`src/rtl/register_writeback_buffer.sv`:
```
// In-order write buffer between execution units and the register file write port.
// Drains one entry per cycle and forwards still-queued results to operand lookups.
module register_writeback_buffer #(
  parameter int unsigned WORDSIZE  = 64,
  parameter int unsigned DEPTH     = 4,
  parameter int unsigned DROP_ZERO = 1
) (
  input  logic                      clk,
  input  logic                      rst_n,
  input  logic                      in_valid,
  output logic                      in_ready,
  input  logic [4:0]                in_addr,
  input  logic [WORDSIZE-1:0]       in_data,
  input  logic                      wb_hold,
  output logic                      wb_en,
  output logic [4:0]                wb_addr,
  output logic [WORDSIZE-1:0]       wb_data,
  input  logic [4:0]                look_addr_a,
  input  logic [4:0]                look_addr_b,
  output logic                      hit_a,
  output logic                      hit_b,
  output logic [WORDSIZE-1:0]       fwd_a,
  output logic [WORDSIZE-1:0]       fwd_b,
  output logic [$clog2(DEPTH):0]    count
);

  localparam int unsigned PtrW = $clog2(DEPTH);
  localparam int unsigned CntW = PtrW + 1;

  logic [4:0]          addr_q  [DEPTH];
  logic [WORDSIZE-1:0] data_q  [DEPTH];
  logic [DEPTH-1:0]    valid_q;
  logic [PtrW-1:0]     wr_ptr_q;
  logic [PtrW-1:0]     rd_ptr_q;
  logic [CntW-1:0]     count_q;

  logic push_fire;
  logic drop;
  logic enq;
  logic pop;

  assign in_ready  = (count_q < CntW'(DEPTH));
  assign push_fire = in_valid & in_ready;
  // Writes to r0 complete the handshake but are discarded.
  assign drop      = (DROP_ZERO != 0) && (in_addr == 5'd0);
  assign enq       = push_fire & ~drop;
  assign wb_en     = (count_q != '0) & ~wb_hold;
  assign pop       = wb_en;
  assign count     = count_q;

  always_comb begin
    wb_addr = '0;
    wb_data = '0;
    if (count_q != '0) begin
      wb_addr = addr_q[rd_ptr_q];
      wb_data = data_q[rd_ptr_q];
    end
  end

  always_ff @(posedge clk or negedge rst_n) begin
    if (!rst_n) begin
      wr_ptr_q <= '0;
      rd_ptr_q <= '0;
      count_q  <= '0;
      valid_q  <= '0;
      for (int i = 0; i < DEPTH; i++) begin
        addr_q[i] <= '0;
        data_q[i] <= '0;
      end
    end else begin
      // enq and pop never target the same slot: that needs count 0 (no pop) or full (no enq).
      if (enq) begin
        addr_q[wr_ptr_q]  <= in_addr;
        data_q[wr_ptr_q]  <= in_data;
        valid_q[wr_ptr_q] <= 1'b1;
        wr_ptr_q          <= wr_ptr_q + 1'b1;
      end
      if (pop) begin
        valid_q[rd_ptr_q] <= 1'b0;
        rd_ptr_q          <= rd_ptr_q + 1'b1;
      end
      unique case ({enq, pop})
        2'b10:   count_q <= count_q + 1'b1;
        2'b01:   count_q <= count_q - 1'b1;
        default: count_q <= count_q;
      endcase
    end
  end

  // Walk oldest to youngest so the last match (youngest) wins.
  always_comb begin
    logic [PtrW-1:0] idx;
    hit_a = 1'b0;
    hit_b = 1'b0;
    fwd_a = '0;
    fwd_b = '0;
    idx   = '0;
    for (int i = 0; i < DEPTH; i++) begin
      idx = rd_ptr_q + PtrW'(i);
      if (valid_q[idx]) begin
        if (addr_q[idx] == look_addr_a &&
            !((DROP_ZERO != 0) && (look_addr_a == 5'd0))) begin
          hit_a = 1'b1;
          fwd_a = data_q[idx];
        end
        if (addr_q[idx] == look_addr_b &&
            !((DROP_ZERO != 0) && (look_addr_b == 5'd0))) begin
          hit_b = 1'b1;
          fwd_b = data_q[idx];
        end
      end
    end
  end

endmodule

```
`config.mk`:
```
export PLATFORM = sky130hd
export DESIGN_NAME = register_writeback_buffer
export DESIGN_NICKNAME = d
export VERILOG_FILES = /design/src/rtl/register_writeback_buffer.sv
export SDC_FILE = /design/constraint.sdc
export NUM_CORES = 1
export LEC_CHECK = 0
export CAP_MARGIN = 0
export CORE_MARGIN = 4
export CORE_UTILIZATION = 55
export DETAILED_ROUTE_END_ITERATION = 6
export PLACE_DENSITY = 0.79
export REMOVE_ABC_BUFFERS = 1
export SLEW_MARGIN = 30
export SYNTH_ARGS = -nofsm -noshare
export SYNTH_HDL_FRONTEND = slang
export SYNTH_SLANG_ARGS = --single-unit
```
`constraint.sdc`:
```
create_clock -name clk -period 6.54 [get_ports clk]
set_input_delay 1.308 -clock clk [delete_from_list [all_inputs] [get_ports clk]]
set_output_delay 1.308 -clock clk [all_outputs]
set_load 0.05 [all_outputs]
```
==> impl_metrics.json, run 1 <==
{
  "status": "complete, but fails checks",
  "violations": "design-rule violations",
  "place_congestion": 0.827,
  "netlist.area_leader.share_pct": 31.9,
  "yosysWarnings": 0,
  "synth_cell_types": 51,
  "relSlewSlack_pct": 32.2,
  "end_kind": "output port",
  "clock-root-buffer": "clkbuf_16",
  "wl_per_cell_um": 26.6,
  "vias": 19200,
  "drive_gt1_share_pct": 38.5,
  "final_antenna_net_count": 0,
  "drtPass1Iterations": 7,
  "synth_edf_count": 0,
  "yosys-top-cells-area": "dfrtp_1 32%, mux4_2 28%, mux2_2 14%, o311a_1 2.8%, nand2_1 2.3%",
  "critPathLaunch": "rd_ptr_q[1]$_DFFE_PN0P_",
  "core_um2": 40100,
  "synthXorXnorAreaFrac_pct": 1.79,
  "arrival_ns": 4.71,
  "avgSynthCellArea_um2": 11.8,
  "reg2reg_slack_ns": 3.68,
  "cp-start-kind": "flop",
  "worst_pin_slew_ns": 1.02,
  "min_path_cells": 1,
  "cts_tree": "done",
  "maxCapViolations": 0,
  "area_growth_pct": 19.6,
  "drt-initial-drc-count": 2477,
  "async_flop_share_pct": 100,
  "r2r_cells": 4,
  "htree_levels": 2,
  "setup_slack_ns": 0.518,
  "cp.required_ns": 5.23,
  "yosysMostFrequentCell": "dfrtp_1",
  "timing.rr.start": "rd_ptr_q[1]$_DFFE_PN0P_",
  "multi_input_area_um2": 14200,
  "drc": 2,
  "yosysSeqAreaShare_pct": 31.9,
  "hold_class": "flop to flop",
  "path_class": "flop to output port",
  "hold_viol_final": 0,
  "synth_ff_type": "dfrtp_1",
  "globalRouteOverflowTotal": 0,
  "synthMuxAreaShare_pct": 42.3,
  "r2r-end": "valid_q[3]$_DFF_PN0_",
  "start_util_pct": 56.1,
  "nNetsFinal": 2156,
  "cts.path.max_buffers": 3,
  "num_rows": 73,
  "ys_seq_elements": 287,
  "whs_endpoint": "count[0]$_DFFE_PN0P_",
  "post_cts_resized": 0,
  "synthAdderAreaFrac_pct": 0.590,
  "fin_tns_setup_ns": 0,
  "fin_crit_sh_pct": 92.1,
  "cts_buffers": 34,
  "yosys-top-cells-count": "287 x dfrtp_1, 279 x mux4_2, 276 x mux2_2",
  "dp_hpwl_um": 44700,
  "first_global_vias": 19500,
  "synth-simple-area-share_pct": 8.03,
  "synth_top_cell_by_area": "dfrtp_1",
  "final_max_slew_viol_count": 0,
  "grt_setup_unrepaired": "false",
  "dpl_worst_slack_ns": 0.874,
  "fmax_ghz": 0.166,
  "layout.area.seq_um2": 7190,
  "grt_max_degree": 123,
  "path_max_fanout": 35,
  "io_buffers": 286,
  "syn-cell-area_um2": 22500,
  "clk_latency_ns": 0.51,
  "synth_compound_area_share_pct": 9.87,
  "hold_buffers": 0,
  "cts_sinks": 287,
  "die-area_um2": 44200,
  "syn_inst": 1911,
  "fin_crit_ns": 6.02,
  "grt_first_pass_wirelength_um": 110000,
  "avgViaCountPerCell": 7.33,
  "die_x_um": 210,
  "synth_top_family_by_area": "multiplexers",
  "antenna_found_initial": 11,
  "die_h_um": 210,
  "post-route-util_pct": 67.1,
  "track_usage_pct": 30.7,
  "clk_pin_slew_ns": 0.06,
  "worstHoldStart": "count[0]$_DFFE_PN0P_",
  "fillers": 2861,
  "cts_setup_buffers": 0,
  "wl_um": 69600,
  "finalClockSkew_ns": 0.0110,
  "io_pins": 287,
  "setup_viol": 0
}
==> layer usage <==
metal / wire, um / part of all wire [%] / global-route usage, %
met3: 8070 / 12 / 7.89
met1: 25200 / 36 / 40.5
met5: 74 / 0.11 / 0
met4: 2430 / 3.5 / 12.2
met2: 33800 / 49 / 49.5
==> kinds of logic (layout without fill, tap and decap cells) <==
logic type | Yosys count | count (layout)
XOR/XNOR | 46 | 46
flip-flops | 287 | 287
other | 0 | 5
buffers and inverters | 287 | 465
adder cells (fa/ha/maj) | 10 | 10
AND/OR/NAND/NOR | 379 | 379
AO/OA/AOI/OAI | 337 | 337
multiplexers | 565 | 565
==> flip-flops by register name, indices dropped and copies added (netlist names) <==
| name | count |
|---|---|
| addr_q | 20 |
| count | 3 |
| data_q | 256 |
| rd_ptr_q | 2 |
| valid_q | 4 |
| wr_ptr_q | 2 |
==> cells in the final DEF (no fill, tap or decap), types with 3 or more instances in the layout <==
cell,Yosys,final
xor2_1,12,12
a22oi_1,4,4
o22ai_1,63,63
diode_2,0,5
o21ai_0,68,68
clkbuf_1,95,8
buf_4,7,121
nand4_1,73,73
a21oi_1,4,4
nor3_1,6,5
and4_1,3,3
mux2_2,276,276
xnor2_1,34,34
inv_1,76,76
buf_12,0,45
ha_1,9,8
o21ai_1,61,61
clkbuf_8,0,7
mux4_2,279,279
dfrtp_1,287,285
nor2b_1,7,7
and3_2,0,3
nand2_1,137,133
buf_6,8,5
o311a_1,63,63
mux2i_1,9,9
clkdlybuf4s50_1,0,155
a31oi_1,62,62
nand3_1,65,64
nor2_1,67,67
clkinv_2,0,8
clkbuf_16,0,34
==> critical path, cell delays in order, from the launching register on <==
cell	delay, ns
dfrtp_4	0.61
inv_1	0.16
ha_4	0.55
mux4_2	0.60
xor2_1	0.18
nor4_2	0.58
and3_2	0.32
buf_4	0.42
nand2_1	0.10
a31oi_1	0.41
buf_12	0.20
==> worst max path at each step <==
stage	endpoint	cells after the start
2_1_floorplan	fwd_b[0]	8
3_3_place_gp	fwd_b[44]	9
3_5_place_dp	fwd_a[2]	8
4_1_cts	fwd_b[63]	10
5_1_grt	fwd_a[2]	10
6_report	fwd_a[2]	10
==> through the flow <==
stage / hold slack, ns / instances / cell area [um2]
floorplan: 0.527 / 1700 / 21500
global placement: 0.535 / 2552 / 25700
detailed placement: 0.551 / 2552 / 25800
CTS: 0.562 / 2614 / 26900
global route: 0.595 / 2619 / 26900
finish: 0.559 / 2619 / 26900
==> layout make-up <==
cell class	count	share of cell area, %
Multi-Input combinational cell	1337	52.8
Clock buffer	49	3.63
Inverter	76	1.06
Tap cell	525	2.44
Timing Repair Buffer	327	12.8
Sequential cell	287	26.7
Antenna cell	5	0.0465
Clock inverter	13	0.498
Power of run 1 is left out: the tool's default activity adds up to more than one toggle a clock period on the data nets, which glitch-free logic cannot reach.
==> run 2, diff against run 1 <==
--- a/config.mk
+++ b/config.mk
@@ -7,11 +7,12 @@
 export LEC_CHECK = 0
 export CAP_MARGIN = 0
 export CORE_MARGIN = 4
-export CORE_UTILIZATION = 55
+export CORE_UTILIZATION = 49
 export DETAILED_ROUTE_END_ITERATION = 6
-export PLACE_DENSITY = 0.79
+export GPL_TIMING_DRIVEN = 1
+export PLACE_DENSITY = 0.72
 export REMOVE_ABC_BUFFERS = 1
-export SLEW_MARGIN = 30
+export SLEW_MARGIN = 40
 export SYNTH_ARGS = -nofsm -noshare
 export SYNTH_HDL_FRONTEND = slang
 export SYNTH_SLANG_ARGS = --single-unit
==> impl_metrics.json, run 2 (synthesis gave the netlist of run 1 again) <==
{
  "cts_setup_buffers": 0,
  "worst_pin_slew_ns": 0.791,
  "core_um2": 45400,
  "critPathBufInv": 4,
  "cpMostUsedCell": "buf_4",
  "dp_hpwl_um": 46200,
  "finalInstanceArea_um2": 27300,
  "reg2reg_slack_ns": 3.85,
  "track_usage_pct": 28.9,
  "first_global_vias": 19800,
  "post-route-util_pct": 60.1,
  "clock-root-buffer": "clkbuf_16",
  "grt_max_degree": 155,
  "post_cts_resized": 0,
  "cp_cell_sequence": "inv_1 > ha_4 > buf_4 > mux4_2 > or3_1 > a21boi_4 > buf_4 > nand2_1 > a311oi_1 > o21ai_0 > buf_4",
  "place_congestion": 0.879,
  "io_buffers": 286,
  "vias": 19400,
  "die_x_um": 222,
  "hold_buffers": 0,
  "timing.rr.start": "count[2]$_DFFE_PN0P_",
  "drtPass1Iterations": 6,
  "path_max_fanout": 31,
  "worstHoldStart": "count[0]$_DFFE_PN0P_",
  "avgViaCountPerCell": 7.17,
  "io_pins": 287,
  "maxCapViolations": 0,
  "final_antenna_net_count": 0,
  "r2r-end": "data_q[65]$_DFFE_PN0P_",
  "finalClockSkew_ns": 0.0220,
  "clk_pin_slew_ns": 0.06,
  "status": "completed",
  "area_growth_pct": 21.2,
  "cts_buffers": 36,
  "setup_viol": 0,
  "wl_per_cell_um": 27.3,
  "drive_gt1_share_pct": 39.2,
  "cts_sinks": 287,
  "final_max_slew_viol_count": 0,
  "path_class": "flop to output port",
  "whs_endpoint": "count[0]$_DFFE_PN0P_",
  "largest_register_ffs": 256,
  "hold_viol_final": 0,
  "clk_latency_ns": 0.55,
  "hold_class": "flop to flop",
  "final_common_cell": "dfrtp_1",
  "cts.path.max_buffers": 3,
  "top_regs": "data_q x256, addr_q x20, valid_q x4",
  "globalRouteOverflowTotal": 0,
  "fmax_ghz": 0.164,
  "cp-start-kind": "flop",
  "layout_common_cells": "285 x dfrtp_1, 279 x mux4_2, 276 x mux2_2, 155 x clkdlybuf4s50_1",
  "grt_setup_unrepaired": "false",
  "htree_levels": 2,
  "start_util_pct": 49.6,
  "nNetsFinal": 2175,
  "min_path_cells": 1,
  "relSlewSlack_pct": 47.3,
  "fin_crit_sh_pct": 93.1,
  "antenna_found_initial": 5,
  "drt-initial-drc-count": 2259,
  "drc": 0,
  "end_kind": "output port",
  "arrival_ns": 4.78,
  "wl_um": 73900,
  "max_stage_delay_ns": 0.71,
  "crit_path_top_delay_cell": "dfrtp_4",
  "critical_path.top_delay_family": "buffers and inverters",
  "cts_tree": "done",
  "grt_first_pass_wirelength_um": 114000,
  "regMostFlops": "data_q",
  "num_rows": 78,
  "fin_crit_ns": 6.09,
  "postPlaceCellArea_um2": 26000,
  "r2r_cells": 5,
  "die_h_um": 222,
  "cp.required_ns": 5.23,
  "fillers": 3612,
  "die-area_um2": 49400
}
-- run 2: worst register-to-register path, cell delays in order, from the launching register on --
cell     delay, ns
dfrtp_1       0.40
inv_1         0.13
o311a_1       0.70
nand2_4       0.55
buf_4         0.46
mux2_2        0.33
-- run 2: how the worst max path moves through the flow --
stage                                  from         to  slack, ns  cells past startpoint
finish              rd_ptr_q[1]$_DFFE_PN0P_   fwd_b[7]       0.45                     11
global route        rd_ptr_q[1]$_DFFE_PN0P_   fwd_b[7]       0.28                     11
CTS                 rd_ptr_q[1]$_DFFE_PN0P_   fwd_b[7]       0.47                     11
detailed placement           look_addr_a[1]   fwd_a[1]       0.86                      9
global placement             look_addr_a[1]  fwd_a[10]       0.87                      9
floorplan           rd_ptr_q[0]$_DFFE_PN0P_   fwd_b[0]     -15.78                      8
-- run 2: layout make-up --
cell class	count	area (um2)	share of cell area (%)
inverter	76	285	1.05
clock inverter	19	216	0.794
sequential	287	7190	26.4
antenna	2	5.00	0.0184
clock buffer	41	951	3.49
timing repair buffer	344	3640	13.3
multi-input combinational	1337	14200	52.2
tap	600	751	2.75
-- run 2: per-stage QoR --
stage | setup TNS [ns] | hold WS, ns | setup slack [ns] | std cells
3_5_place_dp | 0 | 0.546 | 0.855 | 2641
5_1_grt | 0 | 0.576 | 0.285 | 2706
3_3_place_gp | 0 | 0.540 | 0.869 | 2640
6_report | 0 | 0.555 | 0.454 | 2706
2_1_floorplan | -2313.07 | 0.527 | -15.78 | 1700
4_1_cts | 0 | 0.554 | 0.473 | 2701
-- run 2: metal layers --
layer / track usage, % / up-vias / share of wire [%] / wire, um
met2: 46.9 / 1366 / 49 / 36000
li1: - / 7875 / - / -
met3: 7.52 / 274 / 11 / 8200
met5: 0 / - / 0.058 / 43
met4: 12.5 / 6 / 4.2 / 3070
met1: 37.1 / 9869 / 36 / 26500
Power of run 2 is left out for the same reason.
